File: src/rtl/elc3_mmio_pkg.sv
// Shared register addresses, KBSR bit positions and PS/2 receiver states
// for the keyboard MMIO port.
package elc3_mmio_pkg;
  localparam logic [15:0] KBSR_ADDR = 16'hFE00;
  localparam logic [15:0] KBDR_ADDR = 16'hFE02;

  localparam int KBSR_READY_BIT = 15;
  localparam int KBSR_IE_BIT    = 14;
  localparam int KBSR_OVR_BIT   = 13;
  localparam int KBSR_PERR_BIT  = 12;

  typedef enum logic [1:0] {IDLE, DATA, PARITY, STOP} ps2_state_t;
endpackage

File: src/rtl/ps2_rx_frame.sv
// PS/2 frame receiver: byte_done pulses combinationally in the stop-bit sample cycle; no backpressure.
// KB_PARITY_CHECK_EN adds odd-parity checking and the parity_err pulse.
module ps2_rx_frame
  import elc3_mmio_pkg::*;
#(
  parameter int TIMEOUT_CYCLES = 50000,
  parameter int SYNC_STAGES    = 2
) (
  input  logic       clk,
  input  logic       rst_n,
  input  logic       ps2_clk,
  input  logic       ps2_data,
`ifdef KB_PARITY_CHECK_EN
  output logic       parity_err,
`endif
  output logic       byte_done,
  output logic [7:0] byte_dat
);

  localparam int TW = $clog2(TIMEOUT_CYCLES + 1);
  localparam logic [TW-1:0] TMO_LAST = TW'(TIMEOUT_CYCLES - 1);

  logic [SYNC_STAGES-1:0] clk_sync;
  logic [SYNC_STAGES-1:0] data_sync;
  logic                   clk_prev;
  logic                   fall;
  logic                   data_s;

  ps2_state_t  state_q, state_d;
  logic [2:0]  bit_cnt_q, bit_cnt_d;
  logic [7:0]  shift_q, shift_d;
  logic [TW-1:0] tmo_q, tmo_d;
`ifdef KB_PARITY_CHECK_EN
  logic        par_q, par_d;
`endif

  // Lines idle high, so synchronizers reset to 1 to avoid a false edge.
  always_ff @(posedge clk or negedge rst_n) begin
    if (!rst_n) begin
      clk_sync  <= '1;
      data_sync <= '1;
      clk_prev  <= 1'b1;
    end else begin
      clk_sync  <= {clk_sync[SYNC_STAGES-2:0], ps2_clk};
      data_sync <= {data_sync[SYNC_STAGES-2:0], ps2_data};
      clk_prev  <= clk_sync[SYNC_STAGES-1];
    end
  end

  assign fall     = clk_prev & ~clk_sync[SYNC_STAGES-1];
  assign data_s   = data_sync[SYNC_STAGES-1];
  assign byte_dat = shift_q;

  always_ff @(posedge clk or negedge rst_n) begin
    if (!rst_n) begin
      state_q   <= IDLE;
      bit_cnt_q <= '0;
      shift_q   <= '0;
      tmo_q     <= '0;
`ifdef KB_PARITY_CHECK_EN
      par_q     <= 1'b0;
`endif
    end else begin
      state_q   <= state_d;
      bit_cnt_q <= bit_cnt_d;
      shift_q   <= shift_d;
      tmo_q     <= tmo_d;
`ifdef KB_PARITY_CHECK_EN
      par_q     <= par_d;
`endif
    end
  end

  always_comb begin
    state_d   = state_q;
    bit_cnt_d = bit_cnt_q;
    shift_d   = shift_q;
    tmo_d     = (state_q == IDLE) ? '0 : tmo_q + TW'(1);
    byte_done = 1'b0;
`ifdef KB_PARITY_CHECK_EN
    par_d      = par_q;
    parity_err = 1'b0;
`endif
    if (fall) begin
      tmo_d = '0;
      case (state_q)
        IDLE: begin
          if (!data_s) begin
            state_d   = DATA;
            bit_cnt_d = '0;
          end
        end
        DATA: begin
          // LSB arrives first; shifting in at the MSB leaves the byte aligned after 8 bits.
          shift_d   = {data_s, shift_q[7:1]};
          bit_cnt_d = bit_cnt_q + 3'd1;
          if (bit_cnt_q == 3'd7) state_d = PARITY;
        end
        PARITY: begin
`ifdef KB_PARITY_CHECK_EN
          par_d = data_s;
`endif
          state_d = STOP;
        end
        STOP: begin
          state_d = IDLE;
          if (data_s) begin
`ifdef KB_PARITY_CHECK_EN
            if (^{shift_q, par_q}) byte_done  = 1'b1;
            else                   parity_err = 1'b1;
`else
            byte_done = 1'b1;
`endif
          end
        end
        default: state_d = IDLE;
      endcase
    end else if (state_q != IDLE && tmo_q == TMO_LAST) begin
      state_d = IDLE;
      tmo_d   = '0;
    end
  end

endmodule

File: src/rtl/keyboard_mmio_port.sv
// KBSR/KBDR responder for a PS/2 keyboard; a received byte lands in KBDR 1 cycle after the stop-bit sample.
// No backpressure: a byte arriving while READY=1 is dropped and flagged OVERRUN; KB_PARITY_CHECK_EN adds PERR.
module keyboard_mmio_port
  import elc3_mmio_pkg::*;
#(
  parameter int TIMEOUT_CYCLES = 50000,
  parameter int SYNC_STAGES    = 2
) (
  input  logic        Clk,
  input  logic        Reset,
  input  logic        PS2_Clk,
  input  logic        PS2_Data,
  input  logic        MIO_EN,
  input  logic        R_W,
  input  logic [15:0] Address,
  input  logic [15:0] Data_FromCPU,
  output logic [15:0] Data_ToCPU,
  output logic        Sel,
  output logic        KB_INT
);

  logic [7:0]  rx_byte;
  logic        byte_done;
  logic [7:0]  kbdr_q;
  logic        ready_q, ie_q, ovr_q;
  logic        rd_prev;
  logic        kbsr_hit, kbdr_hit;
  logic        kbdr_rd, rd_clr, kbsr_wr;
  logic [15:0] kbsr;
  logic        unused_wdat;
`ifdef KB_PARITY_CHECK_EN
  logic        parity_err;
  logic        perr_q;
`endif

  ps2_rx_frame #(
    .TIMEOUT_CYCLES(TIMEOUT_CYCLES),
    .SYNC_STAGES   (SYNC_STAGES)
  ) u_rx (
    .clk       (Clk),
    .rst_n     (Reset),
    .ps2_clk   (PS2_Clk),
    .ps2_data  (PS2_Data),
`ifdef KB_PARITY_CHECK_EN
    .parity_err(parity_err),
`endif
    .byte_done (byte_done),
    .byte_dat  (rx_byte)
  );

  assign kbsr_hit = (Address == KBSR_ADDR);
  assign kbdr_hit = (Address == KBDR_ADDR);
  assign Sel      = kbsr_hit | kbdr_hit;

  assign kbdr_rd  = MIO_EN & ~R_W & kbdr_hit;
  // Only the first cycle of a held read clears READY.
  assign rd_clr   = kbdr_rd & ~rd_prev;
  assign kbsr_wr  = MIO_EN & R_W & kbsr_hit;

  assign unused_wdat = ^{Data_FromCPU[15], Data_FromCPU[13:0]};

  always_comb begin
    kbsr                 = '0;
    kbsr[KBSR_READY_BIT] = ready_q;
    kbsr[KBSR_IE_BIT]    = ie_q;
    kbsr[KBSR_OVR_BIT]   = ovr_q;
`ifdef KB_PARITY_CHECK_EN
    kbsr[KBSR_PERR_BIT]  = perr_q;
`endif
    if (kbsr_hit)      Data_ToCPU = kbsr;
    else if (kbdr_hit) Data_ToCPU = {8'h00, kbdr_q};
    else               Data_ToCPU = 16'h0000;
  end

  always_ff @(posedge Clk or negedge Reset) begin
    if (!Reset) begin
      kbdr_q  <= '0;
      ready_q <= 1'b0;
      ie_q    <= 1'b0;
      ovr_q   <= 1'b0;
      rd_prev <= 1'b0;
      KB_INT  <= 1'b0;
`ifdef KB_PARITY_CHECK_EN
      perr_q  <= 1'b0;
`endif
    end else begin
      rd_prev <= kbdr_rd;
      KB_INT  <= ready_q & ie_q;
      // A read clearing READY in the same cycle frees the slot for the new byte.
      if (byte_done && (!ready_q || rd_clr)) begin
        kbdr_q  <= rx_byte;
        ready_q <= 1'b1;
      end else if (rd_clr) begin
        ready_q <= 1'b0;
      end
      if (kbsr_wr) ie_q <= Data_FromCPU[KBSR_IE_BIT];
      ovr_q <= (ovr_q & ~kbsr_wr) | (byte_done & ready_q & ~rd_clr);
`ifdef KB_PARITY_CHECK_EN
      perr_q <= (perr_q & ~kbsr_wr) | parity_err;
`endif
    end
  end

endmodule

File: config.mk
export PLATFORM = sky130hd
export DESIGN_NAME = keyboard_mmio_port
export DESIGN_NICKNAME = d
export VERILOG_FILES = /design/src/rtl/elc3_mmio_pkg.sv /design/src/rtl/ps2_rx_frame.sv /design/src/rtl/keyboard_mmio_port.sv
export SDC_FILE = /design/constraint.sdc
export NUM_CORES = 1
export LEC_CHECK = 0
export ABC_CLOCK_PERIOD_IN_PS = 3300
export BUFFER_PORTS_ARGS = -buffer_cell sky130_fd_sc_hd__buf_2
export CAP_MARGIN = 20
export CORE_MARGIN = 2
export CORE_UTILIZATION = 40
export CTS_CLUSTER_SIZE = 14
export DETAILED_ROUTE_END_ITERATION = 8
export HOLD_SLACK_MARGIN = 0.08
export SLEW_MARGIN = 10
export SYNTH_ARGS = -nofsm -noshare
export SYNTH_HDL_FRONTEND = slang
export SYNTH_SLANG_ARGS = --single-unit
File: constraint.sdc
create_clock -name Clk -period 3.3 [get_ports Clk]
set_input_delay 0.99 -clock Clk [delete_from_list [all_inputs] [get_ports Clk]]
set_output_delay 0.99 -clock Clk [all_outputs]
set_load 0.05 [all_outputs]
Word level (Yosys, flattened, before mapping):

Index checks and enable logic that the tools add are counted.

* register bits after elaboration: 47
* input bits: 38
* output and inout port bits: 18
* logic and storage cells: 71

* add/sub/neg operators: 2
* eq/ne operators: 10
* muxes and demuxes: 17
* bitwise operators: 17
* reduce and logical (&&, ||, !) cells: 12

Operators with widths (number)
* 16-bit 2-to-1 mux: 4
* 16-bit equality test, second input constant: 3
* 16-bit by 1-bit adder with 16-bit output, second input constant: 1
* 1-bit bitwise AND: 10
* 2-bit 2-to-1 mux: 4
* 8-bit 2-to-1 mux: 1
* 2-bit case mux with 4 select lines: 1
* 2-bit nonzero test: 4
* 3-bit inequality test, second input constant: 2
* 3-bit case mux with 2 select lines: 1
* 3-bit AND reduction: 2
* 1-bit 2-to-1 mux: 5
* 1-bit inverter: 5
* 2-bit equality test, second input constant: 2
* 3-bit by 1-bit adder with 3-bit output, second input constant: 1
* 3-bit equality test, second input constant: 1
* 3-bit 2-to-1 mux: 1
* 2-bit by 1-bit equality test with 1-bit output, second input constant: 1
* 1-bit logical AND: 2
* 2-bit zero test: 1
* 2-bit inequality test, second input constant: 1
* 1-bit OR: 2
* 2-bit AND reduction: 1
* 1-bit zero test: 1
* 1-bit logical OR: 1

Logic depth before layout (Yosys ltp):

* word-level depth: 7
* depth in mapped cells: 8
* depth with buffers taken out: 6

Hierarchy:

Synthesis repeated with hierarchy kept, for this count alone.

* cell total of the unflattened synthesis: 196
* area, all modules: 2372.3 µm²

By module, submodules not included
* ps2_rx_frame: times used 1, cells an instance 134, area an instance 1637.8 µm², seq. area each 857.1 µm²
* keyboard_mmio_port: times used 1, cells an instance 62, area an instance 734.5 µm², seq. area each 325.3 µm²

Worst setup path before layout:

Ideal clock, no wire load.

* path kind: input -> output
* start: in Address[4]
* end: out Data_ToCPU[0]
* arrival time: 2.669 ns
* data required time: 2.310 ns
* path slack: -0.359 ns
* stages on the path: 4
* buffers on the path: 1
* path through: or4b_1 nor4_2 buf_2 and3_1

* word-level cells in the longest chain between the ends: 3
* elaborated cells between the ends (all ways): 4
* those cells by class: 2 x eq/ne; 2 x mux

Ends and longest elaborated chain
* start, declared: RTL line keyboard_mmio_port.sv:15 `input logic [15:0] Address,`
* 16-bit equality test: RTL line keyboard_mmio_port.sv:52 `assign kbdr_hit = (Address == KBDR_ADDR);`
* 8-bit 2-to-1 mux: RTL line keyboard_mmio_port.sv:71 `else if (kbdr_hit) Data_ToCPU = {8'h00, kbdr_q};`
* 16-bit 2-to-1 mux *: RTL line keyboard_mmio_port.sv:70 `if (kbsr_hit) Data_ToCPU = kbsr;`
* end, declared: RTL line keyboard_mmio_port.sv:17 `output logic [15:0] Data_ToCPU,`

Mark *: on every way between the ends. The rest lies on a longest branch, timed or not.

Worst setup path after layout:

* start: in Address[5]
* end: out Data_ToCPU[3]

Same word-level chain as after synthesis.

==> metrics.csv <==
metric,value,unit
initial_utilization,42.0,%
finalNonFillerCells,358,
cts_made_buffers,5,
vias,1962,
yosysUniqueCellTypes,51,
io_pins,56,
drive_gt1_share,30.7,%
cts_tree,yes,
critical_path_class,in -> out,
wl_per_cell,14.5,um
setup_tns,-1490,ps
drtIter0Drc,109,
synthFlopType,dfrtp_1,
dpl.hpwl,3290,um
total_power,1.40,mW
holdPathEnd,u_rx.clk_sync[1]$_DFF_PN1_,
die_y,83.3,um
antennaDiodeCount,0,
fmax,289,MHz
synth_edf_count,0,
path_max_fanout,4,
cts.sinks,47,
clockRootBuffer,clkbuf_8,
critPathCaptureType,output pin,
dp_cells,345,
fp.dieArea,6940,um2
grt_pass1_vias,1824,
async_flop_share,100,%
synth_area,2520,um2
ff2ff_path_depth,6,
synth.avg_cell_area,10.4,um2
track_usage,15.8,%
timing.max_cap.violations,0,
grt_pass1_wl,9050,um
p_per_area,454,nW/um2
start_kind,input port,
violations,negative setup slack,
htree_levels,2,
r2r_end,u_rx.tmo_q[6]$_DFF_PN0_,
ys_warn_count,0,
worst_pin_slew,617,ps
min_period,3460,ps
rsz0062_at_grt,yes,
synth-seq-cells,47,
finalCritPeriodShare,105,%
syn2layout_area_growth,22.3,%
overflow,0,
cts.clk_slew.worst_paths,80,ps
hold_buffers,0,
die_x,83.3,um
finalMaxSlewViolations,0,
fin_skew,14.8,ps
hold_path.class,reg -> reg,
rows,28,
routabilityCongestion,0.700,
p_leak,1.36,nW
finalHoldViolations,0,
arrival,2470,ps
dpl_cell_area,2800,um2
vdd_drop_max,0.000320,V
fin_nets,328,
drt-pass1-iter-count,4,
avgViaCountPerCell,5.48,
drc,0,
worst_slew_margin_rel,58.9,%
ys_seq_area_share,47.0,%
ant_nets,0,
post-route-cell-area,3080,um2
min_from,u_rx.clk_sync[0]$_DFF_PN1_,
antenna_found_initial,0,
r2r_start,u_rx.state_q[1]$_DFFE_PN0P_,
required,2310,ps
cts.path.max_buffers,2,
clock_latency,310,ps
finalWorstSetupSlack,-163,ps
status,"finished, violations left",
routed_wl,5190,um
setup_violations,12,
io_buffers,35,
ff2ff_setup_slack,1360,ps
whs_path_depth,0,
grt_max_degree,48,
core,5990,um2
netlist_instances,243,
worst max-delay path by stage:
stage	slack [ps]	cells after the start	from	endpoint
6_report	-160	6	Address[5]	Data_ToCPU[3]
5_1_grt	-240	6	Address[5]	Data_ToCPU[3]
4_1_cts	-160	6	Address[6]	Data_ToCPU[0]
3_5_place_dp	-270	6	Address[0]	Data_ToCPU[15]
3_3_place_gp	-260	6	Address[0]	Data_ToCPU[15]
2_1_floorplan	-30	4	Address[0]	Data_ToCPU[0]
flip-flops by register name, summed over array words and instances, names as in the netlist:
register,flops
u_rx.tmo_q,16
KB_INT,1
u_rx.byte_dat,8
u_rx.data_sync,2
ready_q,1
u_rx.clk_prev,1
ovr_q,1
rd_prev,1
ie_q,1
u_rx.state_q,2
kbdr_q,8
u_rx.clk_sync,2
u_rx.bit_cnt_q,3
final cells by class:
class                   instances  area [um2]
clock buffers                   5        68.8
clock inverters                 3        20.0
fillers                       531        2910
inverters                      10        37.5
multi-input cells             174        1290
flip-flops and latches         47        1180
well taps                      75        93.8
repair buffers                 44         383
cell usage in the layout (no fill, tap or decap), types with 2 or more instances in the layout:
| master | count |
|---|---|
| and3_4 | 8 |
| nor3_1 | 5 |
| o2bb2ai_1 | 9 |
| and3_1 | 2 |
| clkbuf_8 | 5 |
| or4b_4 | 2 |
| nor2_1 | 19 |
| buf_6 | 4 |
| dfstp_2 | 5 |
| buf_8 | 12 |
| and4b_1 | 3 |
| xnor2_1 | 12 |
| a21oi_1 | 4 |
| nand2_1 | 14 |
| nor4_4 | 2 |
| and2_4 | 3 |
| ha_1 | 8 |
| conb_1 | 5 |
| a31oi_1 | 8 |
| clkinvlp_4 | 2 |
| o211ai_2 | 2 |
| nand4b_1 | 2 |
| buf_2 | 21 |
| o21ai_0 | 3 |
| inv_1 | 9 |
| buf_4 | 7 |
| mux2_2 | 8 |
| dfrtp_1 | 42 |
| nand3_1 | 7 |
| nand4_1 | 14 |
| a211oi_1 | 3 |
| nor4_1 | 4 |
| or4_4 | 2 |
| o211ai_1 | 6 |
worst max-delay path: stages:
cell    delay, ps
buf_6          90
or4_4         540
nor4_4        310
buf_2         210
and3_4        190
buf_8         140
power breakdown:
group          total, mW  internal, mW  switching (mW)  leakage, nW
logic              0.305         0.131           0.174        0.750
clock network      0.353         0.148           0.205       0.0402
registers          0.739         0.660          0.0790        0.567
logic make-up after synthesis:
group | after synthesis | synth area share (%)
AND/OR/NAND/NOR | 99 | 23.5
flip-flops | 47 | 47.0
AO/OA/AOI/OAI | 41 | 12.1
buffers and inverters | 26 | 5.12
XOR/XNOR | 13 | 4.53
adder cells (fa/ha/maj) | 8 | 3.98
multiplexers | 8 | 3.58
other | 1 | 0.149
what timing repair did:
action	CTS	global route
pin swaps	3	4
setup buffers	1	3
gates resized for setup	36	10
endpoints found under the setup margin	12	12
gates cloned	1	0
synth_stat cells, drive strengths merged (2+ instances only):
| library cell | count | share of area [%] |
|---|---|---|
| a211oi | 3 | 0.90 |
| a21oi | 4 | 0.80 |
| a31oi | 8 | 2.0 |
| and2 | 4 | 0.99 |
| and3 | 10 | 2.5 |
| and4b | 3 | 1.2 |
| buf | 10 | 2.7 |
| clkbuf | 6 | 0.90 |
| dfrtp | 42 | 42 |
| dfstp | 5 | 5.2 |
| ha | 8 | 4.0 |
| inv | 9 | 1.3 |
| mux2 | 8 | 3.6 |
| nand2 | 14 | 2.1 |
| nand3 | 7 | 1.4 |
| nand4 | 14 | 3.5 |
| nand4b | 2 | 0.70 |
| nor2 | 19 | 2.8 |
| nor2b | 2 | 0.50 |
| nor3 | 5 | 0.99 |
| nor3b | 2 | 0.80 |
| nor4 | 6 | 2.3 |
| o211ai | 8 | 2.8 |
| o21ai | 3 | 0.60 |
| o2bb2ai | 9 | 3.1 |
| or2 | 2 | 0.50 |
| or4 | 3 | 1.0 |
| or4b | 2 | 0.94 |
| xnor2 | 12 | 4.2 |
per-stage QoR:
step	util, %	hold WS, ps	worst slack, ps
detailed placement	46.7	347	-269
global placement	46.7	345	-258
floorplan	-	345	-30.2
global route	51.4	363	-242
finish	51.4	358	-163
CTS	50.4	359	-161
routing by layer:
metal	part of all wire, %	global-route usage (%)
met2	47	24.9
met3	4.4	3.28
met4	1.3	4.92
met5	0	0
met1	47	21.9
Power figures use the tool's default switching activity.
